==> config.mk <==
export PLATFORM = sky130hd
export DESIGN_NAME = hazard_ctrl
export DESIGN_NICKNAME = d
export VERILOG_FILES = /design/src/rtl/mips_pkg.sv /design/src/rtl/sat_counter.sv /design/src/rtl/hazard_ctrl.sv
export SDC_FILE = /design/constraint.sdc
export NUM_CORES = 1
export LEC_CHECK = 0
export BUFFER_PORTS_ARGS = -buffer_cell sky130_fd_sc_hd__buf_4
export CAP_MARGIN = 40
export CORE_MARGIN = 4
export CORE_UTILIZATION = 30
export DETAILED_ROUTE_END_ITERATION = 7
export PLACE_DENSITY = 0.75
export SLEW_MARGIN = 40
export SYNTH_ARGS = -nofsm -noshare
export SYNTH_HDL_FRONTEND = slang
export SYNTH_SLANG_ARGS = --single-unit
==> constraint.sdc <==
create_clock -name clock -period 1.5 [get_ports clock]
set_input_delay 0.15 -clock clock [delete_from_list [all_inputs] [get_ports clock]]
set_output_delay 0.15 -clock clock [all_outputs]
set_load 0.01 [all_outputs]
==> src/rtl/mips_pkg.sv <==
// Shared MIPS32 pipeline definitions: opcodes, instruction field positions,
// hazard FSM state type and an operand-use helper.
package mips_pkg;

   localparam logic [5:0] OP_RTYPE = 6'h00;
   localparam logic [5:0] OP_BEQ   = 6'h04;
   localparam logic [5:0] OP_BNE   = 6'h05;
   localparam logic [5:0] OP_SW    = 6'h2B;
   localparam logic [5:0] OP_LW    = 6'h23;

   localparam int RS_MSB = 25;
   localparam int RS_LSB = 21;
   localparam int RT_MSB = 20;
   localparam int RT_LSB = 16;

   typedef enum logic {HZ_RUN = 1'b0, HZ_FLUSH = 1'b1} hz_state_t;

   // Instructions that read rt as a source operand (loads write it instead).
   function automatic logic op_uses_rt(input logic [5:0] op);
      logic r;
      case (op)
         OP_RTYPE, OP_BEQ, OP_BNE, OP_SW: r = 1'b1;
         default:                         r = 1'b0;
      endcase
      return r;
   endfunction

endpackage

==> src/rtl/sat_counter.sv <==
// Saturating up-counter with asynchronous active-low reset.
module sat_counter #(
   parameter int W = 16
) (
   input  logic         clock,
   input  logic         reset,
   input  logic         inc,
   output logic [W-1:0] count
);

   // Count up on inc, holding at all-ones.
   always_ff @(posedge clock or negedge reset) begin
      if (!reset) begin
         count <= {W{1'b0}};
      end else if (inc && (count != {W{1'b1}})) begin
         count <= count + W'(1);
      end else begin
         count <= count;
      end
   end

endmodule

==> src/rtl/hazard_ctrl.sv <==
// Load-use stall and redirect flush control for the 5-stage MIPS32 pipeline.
// Optional performance counters are enabled with HAZARD_PERF_CNT_EN.
module hazard_ctrl
   import mips_pkg::*;
#(
   parameter int FLUSH_CYCLES = 1,
   parameter int CNT_W        = 16
) (
   input  logic             clock,
   input  logic             reset,
   input  logic [31:0]      id_ir,
   input  logic             idex_mem_read,
   input  logic [4:0]       idex_write_addr,
   input  logic             ex_redirect,
   output logic             pc_write,
   output logic             ifid_write,
   output logic             ifid_flush,
   output logic             hazard_detected,
   output logic [CNT_W-1:0] stall_cnt,
   output logic [CNT_W-1:0] flush_cnt
);

   hz_state_t   state;
   logic [3:0]  fl_left;
   logic [4:0]  rs;
   logic [4:0]  rt;
   logic        load_use;
   logic        unused_ir_bits;

   assign rs             = id_ir[RS_MSB:RS_LSB];
   assign rt             = id_ir[RT_MSB:RT_LSB];
   assign unused_ir_bits = ^id_ir[15:0];

   // $zero is never a real dependency, so a zero destination cannot stall.
   assign load_use = idex_mem_read && (idex_write_addr != 5'd0) &&
                     ((idex_write_addr == rs) ||
                      (op_uses_rt(id_ir[31:26]) && (idex_write_addr == rt)));

   // Flush sequencer: a redirect in EX opens a window of FLUSH_CYCLES bubbles.
   always_ff @(posedge clock or negedge reset) begin
      if (!reset) begin
         state   <= HZ_RUN;
         fl_left <= 4'd0;
      end else begin
         case (state)
            HZ_RUN: begin
               if (ex_redirect && (FLUSH_CYCLES > 1)) begin
                  state   <= HZ_FLUSH;
                  fl_left <= 4'(FLUSH_CYCLES - 1);
               end else begin
                  state   <= HZ_RUN;
                  fl_left <= 4'd0;
               end
            end
            HZ_FLUSH: begin
               if (ex_redirect) begin
                  state   <= HZ_FLUSH;
                  fl_left <= 4'(FLUSH_CYCLES - 1);
               end else if (fl_left <= 4'd1) begin
                  state   <= HZ_RUN;
                  fl_left <= 4'd0;
               end else begin
                  state   <= HZ_FLUSH;
                  fl_left <= fl_left - 4'd1;
               end
            end
            default: begin
               state   <= HZ_RUN;
               fl_left <= 4'd0;
            end
         endcase
      end
   end

   // Control outputs respond in the same cycle so ID/EX sees them at this edge.
   always_comb begin
      hazard_detected = 1'b0;
      ifid_flush      = 1'b0;
      pc_write        = 1'b1;
      ifid_write      = 1'b1;
      if (!reset) begin
         hazard_detected = 1'b1;
         ifid_flush      = 1'b1;
         pc_write        = 1'b0;
         ifid_write      = 1'b0;
      end else if ((state == HZ_FLUSH) || ex_redirect) begin
         hazard_detected = 1'b1;
         ifid_flush      = 1'b1;
      end else if (load_use) begin
         hazard_detected = 1'b1;
         pc_write        = 1'b0;
         ifid_write      = 1'b0;
      end else begin
         hazard_detected = 1'b0;
      end
   end

`ifdef HAZARD_PERF_CNT_EN
   logic stall_inc;
   logic flush_inc;

   assign stall_inc = (state == HZ_RUN) && load_use && !ex_redirect;
   assign flush_inc = (state == HZ_FLUSH) || ex_redirect;

   sat_counter #(.W(CNT_W)) u_stall_cnt (
      .clock (clock),
      .reset (reset),
      .inc   (stall_inc),
      .count (stall_cnt)
   );

   sat_counter #(.W(CNT_W)) u_flush_cnt (
      .clock (clock),
      .reset (reset),
      .inc   (flush_inc),
      .count (flush_cnt)
   );
`else
   assign stall_cnt = {CNT_W{1'b0}};
   assign flush_cnt = {CNT_W{1'b0}};
`endif

endmodule

==> results.sh, run 1 <==
export IMPL_outcome="finished, violations left"
export IMPL_violations="negative setup slack"
export IMPL_ir_drop_mv=0.2291
export IMPL_reg2reg_depth=5
export IMPL_grt_overflow=0
export IMPL_synthCells=84
export IMPL_fin_cells=148
export IMPL_synth_top_cell_area_share_pct=35.87
export IMPL_num_nets_final=164
export IMPL_antenna_found_initial=0
export IMPL_fillers=233
export IMPL_r2r_setup_slack_ns=0.21
export IMPL_finalClockSkew_ns=0.002776
export IMPL_rsz0062_at_grt="true"
export IMPL_final_cell_area_um2=902.1
export IMPL_crit_path_end_kind="output pin"
export IMPL_dr_pass1_iters=4
export IMPL_slew_violations=0
export IMPL_drcViolationCount=0
export IMPL_topRoutingLayerUsed="met4"
export IMPL_start_util_pct=31.22
export IMPL_hold_path_class="in -> reg"
export IMPL_dp_cells=143
export IMPL_clock_latency_ns=0.24
export IMPL_coreArea_mm2=0.002212
export IMPL_path_clk_slew_ns=0.04
export IMPL_yosysMostFrequentCell="buf_4"
export IMPL_cts_tree="built"
export IMPL_cellPowerDensity_mw_per_mm2=516.8
export IMPL_seq_area_um2=125.1
export IMPL_hold_path_end="state"
export IMPL_grt_first_pass_wirelength_mm=2.070
export IMPL_clock_sinks=5
export IMPL_ys_warn_count=0
export IMPL_netlist_cell_type_count=25
export IMPL_timing_rr_end="fl_left[2]"
export IMPL_start_kind="primary input"
export IMPL_dr_first_iter_drc_count=7
export IMPL_wl_met1_um=467
export IMPL_reg2reg_from="fl_left[0]"
export IMPL_wl_per_cell_um=9.628
export IMPL_setup_viol=3
export IMPL_grt_start_max_net_pins=8
export IMPL_placed_area_um2=842.1
export IMPL_dr_wl_met2_um=777
export IMPL_synth_edf_count=0
export IMPL_crit_required_ns=1.35
export IMPL_place_ws_ns=-0.2072
export IMPL_cts_root_buf="clkbuf_4"
export IMPL_hp_start="ex_redirect"
export IMPL_synthFlopType="dfrtp_1"
export IMPL_synthTopCellsByCount="buf_4 (33), xnor2_1 (8), nor2_1 (6)"
export IMPL_setup_tns_ns=-0.5892
export IMPL_via_per_inst=3.872
export IMPL_cts_setup_buffers=0
export IMPL_track_usage_pct=8.619
export IMPL_dp_hpwl_mm=1.201
export IMPL_multi_input_area_um2=439.2
export IMPL_synthArstFlopShare_pct=100.0
export IMPL_grt_pass1_vias=527
export IMPL_hold_violations=0
export IMPL_met3RoutedLength_um=171
export IMPL_ys_ff_latch=5
export IMPL_period_share_pct=114.0
export IMPL_die_y_um=55.98
export IMPL_drive_gt1_share_pct=32.50
export IMPL_syn_avg_cell_area_um2=8.222
export IMPL_syn_to_final_growth_pct=30.62
export IMPL_cts_htree_levels=1
export IMPL_chipWidth_um=55.98
export IMPL_rows=17
export IMPL_synth_area_um2=690.7
export IMPL_synth_area_leaders="buf_4 (36%), dfrtp_1 (18%), xnor2_1 (10%)"
export IMPL_ys_seq_area_share_pct=18.12
export IMPL_dr_total_vias=573
export IMPL_antenna_cells=0
export IMPL_fin_ws_ns=-0.2105
export IMPL_crit_arrival_ns=1.56
export IMPL_timing_fmax_mhz=584.6
export IMPL_clockBufferDepth=2
export IMPL_path_max_fanout=2
export IMPL_critical_path_class="in -> out"
export IMPL_hold_depth=2
export IMPL_io_pins=77
export IMPL_io_buffers=28
export IMPL_drv_cap=0
export IMPL_leakage_uw=0.0004702
export IMPL_cts_buffers=3
export IMPL_gp_congestion=0.7402
export IMPL_yosysTopAreaCell="buf_4"
export IMPL_finalCriticalPeriod_ns=1.710
export IMPL_ant_nets=0
export IMPL_drt_wl_total_mm=1.425
export IMPL_fp_dieArea_mm2=0.003134
==> worst max-delay path: stages <==
cell and delay (ns):
buf_6 0.09, or4_4 0.52, o21a_1 0.21, and3_4 0.17, a221oi_4 0.25, buf_4 0.16
==> state kept, by name (all words and copies together), names as in the netlist <==
name and flops:
fl_left 4, state 1
==> stage by stage <==
| stage | total power [µW] | hold WS [ns] | utilization (%) |
|---|---|---|---|
| 2_1_floorplan | 281.1 | -0.1456 | - |
| 3_3_place_gp | 298.7 | -0.03929 | 38.07 |
| 3_5_place_dp | 300.8 | -0.03763 | 38.07 |
| 4_1_cts | 467.6 | 0.1459 | 40.05 |
| 5_1_grt | 501.1 | 0.1476 | 40.78 |
| 6_report | 466.2 | 0.1501 | 40.78 |
==> cell usage in the layout (no fill, tap or decap) <==
cell type / instances
a221oi_4: 1
a311o_1: 1
and3_4: 1
buf_4: 31
buf_6: 2
clkbuf_1: 1
clkbuf_4: 3
conb_1: 32
dfrtp_1: 5
dlygate4sd3_1: 1
ha_1: 2
inv_1: 3
mux2i_1: 1
nand2_1: 2
nand2b_1: 1
nand3_1: 1
nand3b_1: 1
nand4_1: 1
nor2_1: 6
nor2b_1: 1
nor3_1: 4
nor3b_1: 1
o21a_1: 2
o21ai_0: 1
o21ai_1: 1
or3_1: 1
or4_4: 1
xnor2_1: 8
xor2_1: 4
==> where the power goes <==
| group | internal (µW) | switching (µW) | leakage [µW] |
|---|---|---|---|
| Clock | 101 | 56.4 | 0.0000150 |
| Combinational | 85.6 | 88.2 | 0.000385 |
| Sequential | 135 | 0 | 0.0000699 |
| Total | 322 | 145 | 0.000470 |
==> final cells by class <==
class                           instances  share of cell area, %
Sequential cell                         5                  13.87
Tap cell                               28                  3.883
Timing Repair Buffer                   34                  29.40
Clock buffer                            4                  2.913
Inverter                                3                  1.248
Multi-Input combinational cell         74                  48.68
==> cells by family after synthesis <==
| group | synth area share, % |
|---|---|
| compound gates | 7.244 |
| xor+xnor | 15.22 |
| fa+ha+maj | 3.623 |
| buf+inv | 37.50 |
| flops | 18.12 |
| mux | 1.449 |
| other cells | 0.5430 |
| simple gates | 16.31 |
==> per-layer routing <==
metal | vias to the layer above | GRT usage [%]
li1 | 281 | -
met1 | 254 | 8.762
met2 | 36 | 14.86
met3 | 2 | 5.336
met4 | 0 | 2.034
met5 | - | 0
==> worst max path at each step <==
stage	from	end	slack (ns)
floorplan	idex_write_addr[1]	pc_write	-0.17
global placement	idex_write_addr[1]	pc_write	-0.20
detailed placement	idex_write_addr[1]	pc_write	-0.21
CTS	idex_write_addr[1]	pc_write	-0.18
global route	idex_write_addr[1]	ifid_write	-0.29
finish	idex_write_addr[1]	ifid_write	-0.21
==> timing repair <==
item                                    in CTS  in global routing
hold endpoints to repair                     5                  0
pin swaps                                    0                  2
endpoints found under the setup margin       3                  3
hold buffers                                 1                  0
resized for setup                            2                  2
Note: power is estimated with default switching activity, not from simulation.
==> inputs of run 2 (changes only) <==
- PLACE_DENSITY: 0.75 -> not set
- PLACE_DENSITY_LB_ADDON: not set -> 0.3
==> run 2 against run 1 <==
Compared with the run above:
- the flow still finishes with violations (negative setup slack)
- sequential power hardly changed
- hold slack better by 0.0067 ns
- clock skew is 0.0024 ns lower
- final area is 3.5% higher
- first-iteration DRC count is 14% lower
- sequential cell count stayed put
- setup slack worse by 0.041 ns
- routed wire length is 15% higher
- register-to-register slack hardly changed
==> results.sh, run 2 (same netlist as run 1, synthesis figures left out) <==
export IMPL_topRoutingLayerUsed="met3"
export IMPL_cellPowerDensity_mw_per_mm2=512.1
export IMPL_outcome="finished, violations left"
export IMPL_antenna_cells=0
export IMPL_wl_per_cell_um=10.97
export IMPL_hp_start="ex_redirect"
export IMPL_syn_to_final_growth_pct=35.14
export IMPL_path_max_fanout=2
export IMPL_io_buffers=28
export IMPL_start_kind="primary input"
export IMPL_start_util_pct=31.22
export IMPL_drt_wl_total_mm=1.645
export IMPL_ant_nets=0
export IMPL_fin_ws_ns=-0.2519
export IMPL_worst_hold_slack_ns=0.1567
export IMPL_timing_fmax_mhz=570.8
export IMPL_grt_first_pass_wirelength_mm=2.477
export IMPL_slew_violations=0
export IMPL_cts_htree_levels=1
export IMPL_rows=17
export IMPL_dr_first_iter_drc_count=6
export IMPL_grt_start_max_net_pins=6
export IMPL_power_switching_uw=150.6
export IMPL_violations="negative setup slack"
export IMPL_p_clk_share_pct=33.0
export IMPL_io_pins=77
export IMPL_clockBufferDepth=2
export IMPL_pwr_share_comb_pct=38.7
export IMPL_rsz0062_at_grt="true"
export IMPL_hold_depth=2
export IMPL_dr_wl_met2_um=881
export IMPL_wl_met1_um=560
export IMPL_placed_area_um2=842.1
export IMPL_period_share_pct=116.8
export IMPL_path_clk_slew_ns=0.04
export IMPL_dp_hpwl_mm=1.275
export IMPL_reg2reg_from="fl_left[0]"
export IMPL_met3RoutedLength_um=203
export IMPL_fp_dieArea_mm2=0.003134
export IMPL_die_y_um=55.98
export IMPL_hold_violations=0
export IMPL_clock_sinks=5
export IMPL_top_register="fl_left"
export IMPL_place_ws_ns=-0.2757
export IMPL_num_nets_final=166
export IMPL_fin_cells=150
export IMPL_hold_path_end="state"
export IMPL_cts_root_buf="clkbuf_4"
export IMPL_timing_rr_end="fl_left[3]"
export IMPL_crit_path_end_kind="output pin"
export IMPL_p_seq_share_pct=28.3
export IMPL_antenna_found_initial=0
export IMPL_internal_power_uw=327.4
export IMPL_cts_tree="built"
export IMPL_grt_overflow=0
export IMPL_final_cell_area_um2=933.4
export IMPL_via_per_inst=3.947
export IMPL_layout_commonest_cell="conb_1"
export IMPL_setup_tns_ns=-0.6310
export IMPL_crit_required_ns=1.35
export IMPL_p_sw_share_pct=31.51
export IMPL_crit_arrival_ns=1.60
export IMPL_dp_cells=143
export IMPL_most_common_layout_cells="conb_1 (32), buf_4 (31), xnor2_1 (8)"
export IMPL_setup_viol=3
export IMPL_clock_latency_ns=0.24
export IMPL_top_regs="fl_left x4, state x1"
export IMPL_hold_path_class="in -> reg"
export IMPL_r2r_setup_slack_ns=0.22
export IMPL_drcViolationCount=0
export IMPL_critical_path_class="in -> out"
export IMPL_gp_congestion=0.8697
export IMPL_ir_drop_mv=0.3804
export IMPL_coreArea_mm2=0.002212
export IMPL_cts_buffers=3
export IMPL_grt_pass1_vias=567
export IMPL_drive_gt1_share_pct=35.25
export IMPL_track_usage_pct=9.771
export IMPL_finalClockSkew_ns=0.0003705
export IMPL_leakage_uw=0.0004838
export IMPL_largest_reg_flops=4
export IMPL_chipWidth_um=55.98
export IMPL_reg2reg_depth=5
export IMPL_dr_pass1_iters=6
export IMPL_finalCriticalPeriod_ns=1.752
export IMPL_drv_cap=0
export IMPL_dr_total_vias=592
[run 2: cell count changes in the layout (fill, tap and decap cells not counted)]
cell     change
buf_6        +2
nor3_1       -1
nor3_2       +1
o21ai_1      -1
o21ai_2      +1
[run 2: worst max-delay path by stage]
stage	startpoint	end	slack, ns	depth (start not counted)
after CTS	idex_write_addr[4]	ifid_write	-0.25	6
final	idex_write_addr[1]	ifid_write	-0.25	6
after global placement	idex_write_addr[1]	pc_write	-0.21	6
after global routing	idex_write_addr[1]	ifid_write	-0.30	6
after floorplan	idex_write_addr[1]	pc_write	-0.17	5
after detailed placement	idex_write_addr[1]	pc_write	-0.28	6
[run 2: final cells by class]
class,count,area (µm²)
Clock buffer,4,26.28
Sequential cell,5,125.1
Fill cell,242,1279
Inverter,3,11.26
Timing Repair Buffer,36,287.8
Tap cell,28,35.03
Multi-Input combinational cell,74,447.9
[run 2: metrics by stage]
step                utilization [%]  power [µW]
floorplan                         -       281.1
global placement              38.07       299.3
detailed placement            38.07       302.5
CTS                           40.78       475.5
global route                  42.19       511.3
finish                        42.19       478.0
[run 2: critical path: stages]
cell      delay [ns]
buf_6           0.09
or4_4           0.53
o21a_1          0.20
and3_4          0.18
a221oi_4        0.27
buf_4           0.18
[run 2: per-layer routing]
layer / global-route usage, % / up-vias
li1: - / 285
met4: 4.068 / 0
met1: 9.344 / 272
met2: 18.53 / 35
met5: 0 / -
met3: 3.480 / 0
[run 2: power by group through the flow]
stage | registers, µW | logic (µW) | clock network [µW]
6_report | 135 | 185 | 158
5_1_grt | 135 | 201 | 175
4_1_cts | 135 | 174 | 167
3_5_place_dp | 137 | 165 | 0
3_3_place_gp | 137 | 162 | 0
2_1_floorplan | 137 | 144 | 0
[run 2: what timing repair did]
item,in CTS,in global routing
pin swaps,3,3
endpoints found under the hold margin,5,0
setup endpoints to repair,3,3
hold buffers,1,0
buffers inserted,0,2
gates resized for setup,4,4
